--- src/rtl/conv_stream_sequencer.sv ---
// -----------------------------------------------------------------------------
// conv_stream_sequencer
//
// Purpose:
//   Streams one convolution layer's operands from a word-addressed memory into
//   the convolution datapath. An accepted start first presents a config word
//   {53'h0, size, mode}. It then reads 9 weights followed by N*N pixels from
//   consecutive addresses starting at the latched base address, and forwards
//   each returned word. After the stream it waits for the datapath's done
//   indication and then pulses o_done.
//
// Optional feature:
//   CONV_SEQ_TIMEOUT_EN - when defined, a watchdog counts cycles in WAIT_DONE.
//   If TIMEOUT_CYCLES elapse without i_acc_done, the block pulses o_err and
//   returns to IDLE without o_done.
//
// Ports:
//   clk          clock, rising edge
//   rst          synchronous active-high reset
//   i_start      one-cycle request to run a layer (honoured only in IDLE)
//   i_img_size   image side N, legal range 1..MAX_SIZE
//   i_mode       accelerator mode bits, echoed in the config word
//   i_base_addr  word address of weight 0
//   o_rd_en      memory read strobe
//   o_rd_addr    memory read address (holds while o_rd_en is low)
//   i_rd_data    read data, valid the cycle after o_rd_en
//   o_acc_data   word to the datapath (holds while o_acc_valid is low)
//   o_acc_valid  o_acc_data valid
//   i_acc_done   datapath finished the frame (honoured only in WAIT_DONE)
//   o_busy       high whenever not IDLE
//   o_done       one-cycle completion pulse
//   o_err        one-cycle error pulse (illegal size, or watchdog expiry)
// -----------------------------------------------------------------------------
module conv_stream_sequencer #(
   parameter int unsigned ADDR_W         = 18,
   parameter int unsigned MAX_SIZE       = 416,
   parameter int unsigned TIMEOUT_CYCLES = 65535
) (
   input  logic              clk,
   input  logic              rst,
   input  logic              i_start,
   input  logic [8:0]        i_img_size,
   input  logic [1:0]        i_mode,
   input  logic [ADDR_W-1:0] i_base_addr,
   output logic              o_rd_en,
   output logic [ADDR_W-1:0] o_rd_addr,
   input  logic [63:0]       i_rd_data,
   output logic [63:0]       o_acc_data,
   output logic              o_acc_valid,
   input  logic              i_acc_done,
   output logic              o_busy,
   output logic              o_done,
   output logic              o_err
);

   // 9 + 511*511 = 261130 reads fits in 19 bits; 20 leaves headroom.
   localparam int unsigned CNT_W = 20;

   typedef enum logic [1:0] {
      StIdle,
      StStream,
      StDrain,
      StWaitDone
   } state_t;

   state_t              r_state;
   logic [8:0]          r_size;
   logic [1:0]          r_mode;
   logic [CNT_W-1:0]    r_last;      // index of the final read (8 + N*N)
   logic [CNT_W-1:0]    r_rd_cnt;    // index of the read issued this cycle
   logic                r_rd_en;
   logic [ADDR_W-1:0]   r_rd_addr;
   logic                r_rd_pend;   // i_rd_data carries a requested word
   logic                r_cfg_pend;  // config word goes out next cycle
   logic [63:0]         r_acc_data;
   logic                r_acc_valid;
   logic                r_done;
   logic                r_err;

   logic [17:0]         w_sq;
   logic [CNT_W-1:0]    w_last;
   logic                w_size_ok;

   assign w_sq      = 18'(i_img_size) * 18'(i_img_size);
   assign w_last    = CNT_W'(w_sq) + CNT_W'(8);
   assign w_size_ok = (i_img_size != 9'd0) && (32'(i_img_size) <= MAX_SIZE);

`ifdef CONV_SEQ_TIMEOUT_EN
   localparam int unsigned TO_W = (TIMEOUT_CYCLES > 1) ? $clog2(TIMEOUT_CYCLES) : 1;
   logic [TO_W-1:0]     r_to_cnt;
`else
   logic                w_unused_to;
   assign w_unused_to = (TIMEOUT_CYCLES != 0);
`endif

   always_ff @(posedge clk) begin
      if (rst) begin
         r_state     <= StIdle;
         r_size      <= '0;
         r_mode      <= '0;
         r_last      <= '0;
         r_rd_cnt    <= '0;
         r_rd_en     <= 1'b0;
         r_rd_addr   <= '0;
         r_rd_pend   <= 1'b0;
         r_cfg_pend  <= 1'b0;
         r_acc_data  <= '0;
         r_acc_valid <= 1'b0;
         r_done      <= 1'b0;
         r_err       <= 1'b0;
`ifdef CONV_SEQ_TIMEOUT_EN
         r_to_cnt    <= '0;
`endif
      end else begin
         r_done     <= 1'b0;
         r_err      <= 1'b0;
         r_cfg_pend <= 1'b0;
         // Data returns one cycle after the strobe; a reset clears this so a
         // read in flight across reset is dropped.
         r_rd_pend  <= r_rd_en;

         // Datapath output: config word first, then each returned read word.
         // The config slot and the first read return never coincide.
         if (r_cfg_pend) begin
            r_acc_data  <= {53'h0, r_size, r_mode};
            r_acc_valid <= 1'b1;
         end else if (r_rd_pend) begin
            r_acc_data  <= i_rd_data;
            r_acc_valid <= 1'b1;
         end else begin
            r_acc_valid <= 1'b0;
         end

         unique case (r_state)
            StIdle: begin
               if (i_start) begin
                  if (w_size_ok) begin
                     r_size     <= i_img_size;
                     r_mode     <= i_mode;
                     r_last     <= w_last;
                     r_rd_cnt   <= '0;
                     r_rd_en    <= 1'b1;
                     r_rd_addr  <= i_base_addr;
                     r_cfg_pend <= 1'b1;
                     r_state    <= StStream;
                  end else begin
                     r_err <= 1'b1;
                  end
               end
            end

            StStream: begin
               if (r_rd_cnt == r_last) begin
                  // Address stays on the final word while the strobe is low.
                  r_rd_en <= 1'b0;
                  r_state <= StDrain;
               end else begin
                  r_rd_cnt  <= r_rd_cnt + CNT_W'(1);
                  r_rd_addr <= r_rd_addr + ADDR_W'(1);
               end
            end

            StDrain: begin
               // Last word is on o_acc_data this cycle and nothing is in flight.
               if (r_acc_valid && !r_rd_pend) begin
                  r_state <= StWaitDone;
`ifdef CONV_SEQ_TIMEOUT_EN
                  r_to_cnt <= '0;
`endif
               end
            end

            StWaitDone: begin
               if (i_acc_done) begin
                  r_done  <= 1'b1;
                  r_state <= StIdle;
`ifdef CONV_SEQ_TIMEOUT_EN
               end else if (r_to_cnt == TO_W'(TIMEOUT_CYCLES - 1)) begin
                  r_err   <= 1'b1;
                  r_state <= StIdle;
               end else begin
                  r_to_cnt <= r_to_cnt + TO_W'(1);
`endif
               end
            end

            default: r_state <= StIdle;
         endcase
      end
   end

   assign o_rd_en     = r_rd_en;
   assign o_rd_addr   = r_rd_addr;
   assign o_acc_data  = r_acc_data;
   assign o_acc_valid = r_acc_valid;
   assign o_busy      = (r_state != StIdle);
   assign o_done      = r_done;
   assign o_err       = r_err;

endmodule

--- config.mk ---
export PLATFORM = sky130hd
export DESIGN_NAME = conv_stream_sequencer
export DESIGN_NICKNAME = d
export VERILOG_FILES = /design/src/rtl/conv_stream_sequencer.sv
export SDC_FILE = /design/constraint.sdc
export NUM_CORES = 1
export LEC_CHECK = 0
export ABC_AREA = 1
export CAP_MARGIN = 40
export CORE_ASPECT_RATIO = 0.75
export CORE_MARGIN = 10
export CORE_UTILIZATION = 25
export DETAILED_ROUTE_END_ITERATION = 6
export PLACE_DENSITY = 0.49
export SYNTH_ARGS = -nofsm -noshare
export SYNTH_HDL_FRONTEND = slang
export SYNTH_SLANG_ARGS = --single-unit
--- constraint.sdc ---
create_clock -name clk -period 4.3 [get_ports clk]
set_input_delay 0.86 -clock clk [delete_from_list [all_inputs] [get_ports clk]]
set_output_delay 0.86 -clock clk [all_outputs]
set_load 0.005 [all_outputs]
* Yosys cells after proc, flatten, opt, wreduce, memory -nomap -nowiden *
Cells that the tools add are included.

storage, ports and cells
  bits in registers = 141
  output and inout bits = 87
  word-level logic and storage cells = 72

operators by class
  add/sub/neg operators = 3
  $mul = 1
  magnitude comparators = 1
  eq/ne operators = 10
  muxes and demuxes = 25
  bitwise logic cells = 3
  reduce and logical (&&, ||, !) cells = 15

operators by type and width
  kind                                                              number
  20-bit 2-to-1 mux                                                 3
  18-bit 2-to-1 mux                                                 3
  20-bit case mux with 2 select lines                               1
  18-bit case mux with 2 select lines                               1
  11-bit 2-to-1 mux                                                 2
  20-bit by 1-bit adder with 20-bit output (second input constant)  1
  20-bit == test                                                    1
  18-bit by 4-bit adder with 19-bit output (second input constant)  1
  18-bit by 1-bit adder with 18-bit output (second input constant)  1
  9-bit by 9-bit multiplier with 18-bit output                      1
  2-bit inequality test (second input constant)                     6
  2-bit 2-to-1 mux                                                  5
  9-bit less-or-equal comparator (second input constant)            1
  9-bit nonzero test                                                1
  1-bit 2-to-1 mux                                                  8
  2-bit case mux with 4 select lines                                1
  4-bit AND reduction                                               2
  2-bit nonzero test                                                3
  5-bit AND reduction                                               1
  2-bit == test (second input constant)                             2
  2-bit OR reduction                                                2
  1-bit NOT                                                         3
  3-bit AND reduction                                               1
  3-bit OR reduction                                                1
  other kinds (5)                                                   6

* Longest topological paths before layout *
  depth in word-level cells = 5
  mapped depth = 22
  gate-level depth less buffers = 21

* Worst setup path before layout *
No wires, ideal clock.

  kind = input -> register
  start point = input i_img_size[1]
  end point = register r_last[17]
  arrival = 4548 ps
  slack = -360 ps
  cell stages on the path = 19
  buffers on the path = 1
  cell sequence = clkbuf_1 nand2_1 fa_1 inv_1 fa_1 inv_1 fa_1 fa_1 inv_1 ha_1 nand2_1 nor2_1 nand3_1 nand3_1 nand3b_1 nand3_1 nand2_1 nor2_1 nor2_1

between the ends
  longest elaborated chain between the ends = 3
  elaborated cells between the ends (all ways) = 6

ends and longest elaborated chain
  item                                                                                              line  text
  from (decl)                                                                                       42    input logic [8:0] i_img_size,
  parallel branches: the longest is 3 deep, another holds 18-bit by 4-bit adder with 19-bit output  n/a
  to (signal assigned)                                                                              140   r_last <= w_last;
  to (decl)                                                                                         69    logic [CNT_W-1:0] r_last;

Several ways; the timed one is not identified.
A chain may end at the register's enable or synchronous reset.

* Final worst setup path *
  start point = input i_img_size[2]
  end point = register r_last[17]

The elaborated chain is that of the path after synthesis.

==> flow_summary.ini <==
[status]
status = completed

[layout]
fillerInstances = 3725
final_cell_mix = 379 x nand2_1, 173 x clkdlybuf4s50_1, 171 x inv_1, 138 x a21oi_1, 138 x dfxtp_1
syn_to_final_growth_pct = 40.2
antennaDiodeCount = 0
final_util_pct = 35.8
layout_commonest_cell = nand2_1
fin_nets = 1740
drive_above_1_share_pct = 12.8

[setup_path]
worstPathMaxFanout = 5
reg2regPathDepth = 13
critPathLaunchType = primary input
critical-path-top-delay-family = adder cells
slowest_delay_ns = 0.57
startpoint = i_img_size[2]
critical_path_buf_inv_count = 5
cp-endpoint = r_last[17]
cp_common_cell = fa_1
critPathSlowestCell = fa_1
r2r_start = r_rd_cnt[18]
end_kind = flip-flop
path_cells = buf_6, buf_6, nand2_4, fa_1, inv_1, fa_1, inv_2, fa_1, fa_1, inv_2, ha_4, nand2_4, nor2_4, nand3_2, nand3_4, nand3b_1, nand3_1, nand2_1, nor2_1, nor2_1
critPathKind = in2reg
r2r_slack_ns = 2.18
worstPathArrival_ns = 4.49
required_ns = 4.63
crit_cells = 20
reg2reg_to = r_rd_cnt[14]

[synth]
avgSynthCellArea_um2 = 6.62
synthesis.instances = 1347
syn_area_mm2 = 0.00892
synthArstFlopShare_pct = 0
synthesis.nets = 1519
synth_seq_cells = 139
yosys_most_used_dff = dfxtp_1
ys_types = 40
synth-edff-count = 0
yosys_warnings = 0
synth-seq-area-share_pct = 31.2

[floorplan]
fp.dieW_um = 238
num_rows = 59
die_area_mm2 = 0.0437
ioPinCount = 184
core_area_mm2 = 0.0349
start_util_pct = 25.6
die_h_um = 184

[detailed_routing]
firstDrtPassIters = 5
wl_um = 29200
vias = 8965
ant_nets = 0
drtIter0Drc = 482
drc = 0
viasPerCell = 4.40
drt-wirelength-per-cell_um = 14.3

[min_path]
hp-class = reg2reg

[clock_tree]
cts_sinks = 139
path_clk_slew_ns = 0.06
cts_max_level = 4
hold_buffers = 0
clk_latency_ns = 0.44
cts_tree = yes
cts_inserted_buffers = 17
clockBufferDepth = 2
root_buffer = clkbuf_16

[sta]
min_period_ns = 4.17
worst_pin_slew_ns = 0.796
max_clock_freq_mhz = 240
maxSlewViolCount = 0
fin_skew_ns = 0.0122
finalHoldViolations = 0
setup_ws_ns = 0.134
slew_headroom_pct = 46.9
finalCritPeriodShare_pct = 96.9
setup_viol = 0
whs_ns = 0.435
rsz0062_at_grt = true

[flow_run]
maxCapViolCount = 0

[global_routing]
antenna_found_initial = 1
grt_max_degree = 46
grt_pass1_wl_um = 47300
grt_pass1_vias = 8797
grt_usage_pct = 13.4
overflow = 0

[placement]
dp_hpwl_um = 22400
pre_cts_ws_ns = -0.815
gp_congestion = 0.857
port_buffers = 183

[pwr]
p_per_area_mw_per_mm2 = 529
p_total_w = 0.00662
vdd.ir_drop.worst_uv = 313
power_leakage_nw = 5.44
worst min-delay path by stage:
stage	startpoint	to	cells past startpoint
3_3_place_gp	o_rd_en	r_rd_pend	2
6_report	o_rd_en	r_rd_pend	2
5_1_grt	o_rd_en	r_rd_pend	2
2_1_floorplan	r_mode[1]	r_mode[1]	2
3_5_place_dp	o_rd_en	r_rd_pend	2
4_1_cts	o_rd_en	r_rd_pend	2
layout make-up:
type	instances	area (um^2)	area share (%)
Tap cell	457	572	4.57
Clock inverter	9	66.3	0.530
Inverter	198	749	5.99
Timing Repair Buffer	263	2470	19.8
Multi-Input combinational cell	949	5390	43.1
Sequential cell	139	2780	22.3
Clock buffer	22	474	3.79
timing repair:
item | 4_1_cts | 5_1_grt
endpoints found under the setup margin | 14 | 13
resized for setup | 30 | 59
buffers inserted | 6 | 3
pin swaps | 14 | 37
endpoints found under the hold margin | 0 | 0
per-stage QoR:
stage	cells	cell area [um^2]	setup TNS, ns
floorplan	1347	9050	-0.0136
CTS	2035	12400	0
detailed placement	1998	11700	-9.93
global route	2037	12500	-0.0517
finish	2037	12500	0
global placement	1995	11700	-9.12
kinds of logic (layout without fill, tap and decap cells):
| kind of cell | Yosys count | in the layout | synth area share (%) |
|---|---|---|---|
| AOI/OAI and AO/OA | 212 | 212 | 12.3 |
| xor gates and xnor gates | 27 | 27 | 2.65 |
| adders and majority gates | 75 | 75 | 13.3 |
| buffers and inverters | 259 | 492 | 11.7 |
| DFF | 139 | 139 | 31.2 |
| muxes | 2 | 2 | 0.224 |
| and+or+nand+nor | 633 | 633 | 28.7 |
synthesized netlist by cell type, types with 16 or more instances:
cell / count / area share [%]
xor2_1: 19 / 1.9
inv_1: 181 / 7.6
nor2_1: 135 / 5.7
o21ai_0: 49 / 2.7
nand2_1: 394 / 17
dfxtp_1: 139 / 31
nand3_1: 66 / 3.7
inv_2: 16 / 0.67
fa_1: 33 / 7.4
ha_1: 42 / 5.9
a21oi_1: 145 / 8.1
clkbuf_1: 39 / 1.6
sequential cells by signal (all words and copies together), names as in the netlist, 2 cells and up:
signal and flops:
o_rd_addr 18, r_state 2, r_mode 2, r_size 9, r_rd_cnt 20, r_last 18
o_acc_data 64
worst register-to-register path, stage by stage, from the launching register on:
cell and delay, ns:
dfxtp_1 0.39, inv_2 0.07, nand2_1 0.06, nand2_1 0.06, nor2_1 0.10, nand2_1 0.09, nor2_1 0.23, nand4_1 0.11
buf_4 0.25, nand2_2 0.21, buf_12 0.24, nand2_1 0.10, nand2_1 0.07, nor2_1 0.04
power by group:
part	internal, W	switching [W]	total [W]
clock	0.000781	0.000600	0.00138
sequential	0.00155	0.000237	0.00179
combinational	0.00156	0.00189	0.00345
routing by layer:
layer,vias up,GRT usage (%),share of wire (%)
met5,-,0,0.044
met4,2,3.04,0.75
met3,17,3.31,5.9
met2,199,19.5,41
met1,4107,19.4,53
li1,4640,-,-
Power figures use the tool's default switching activity.
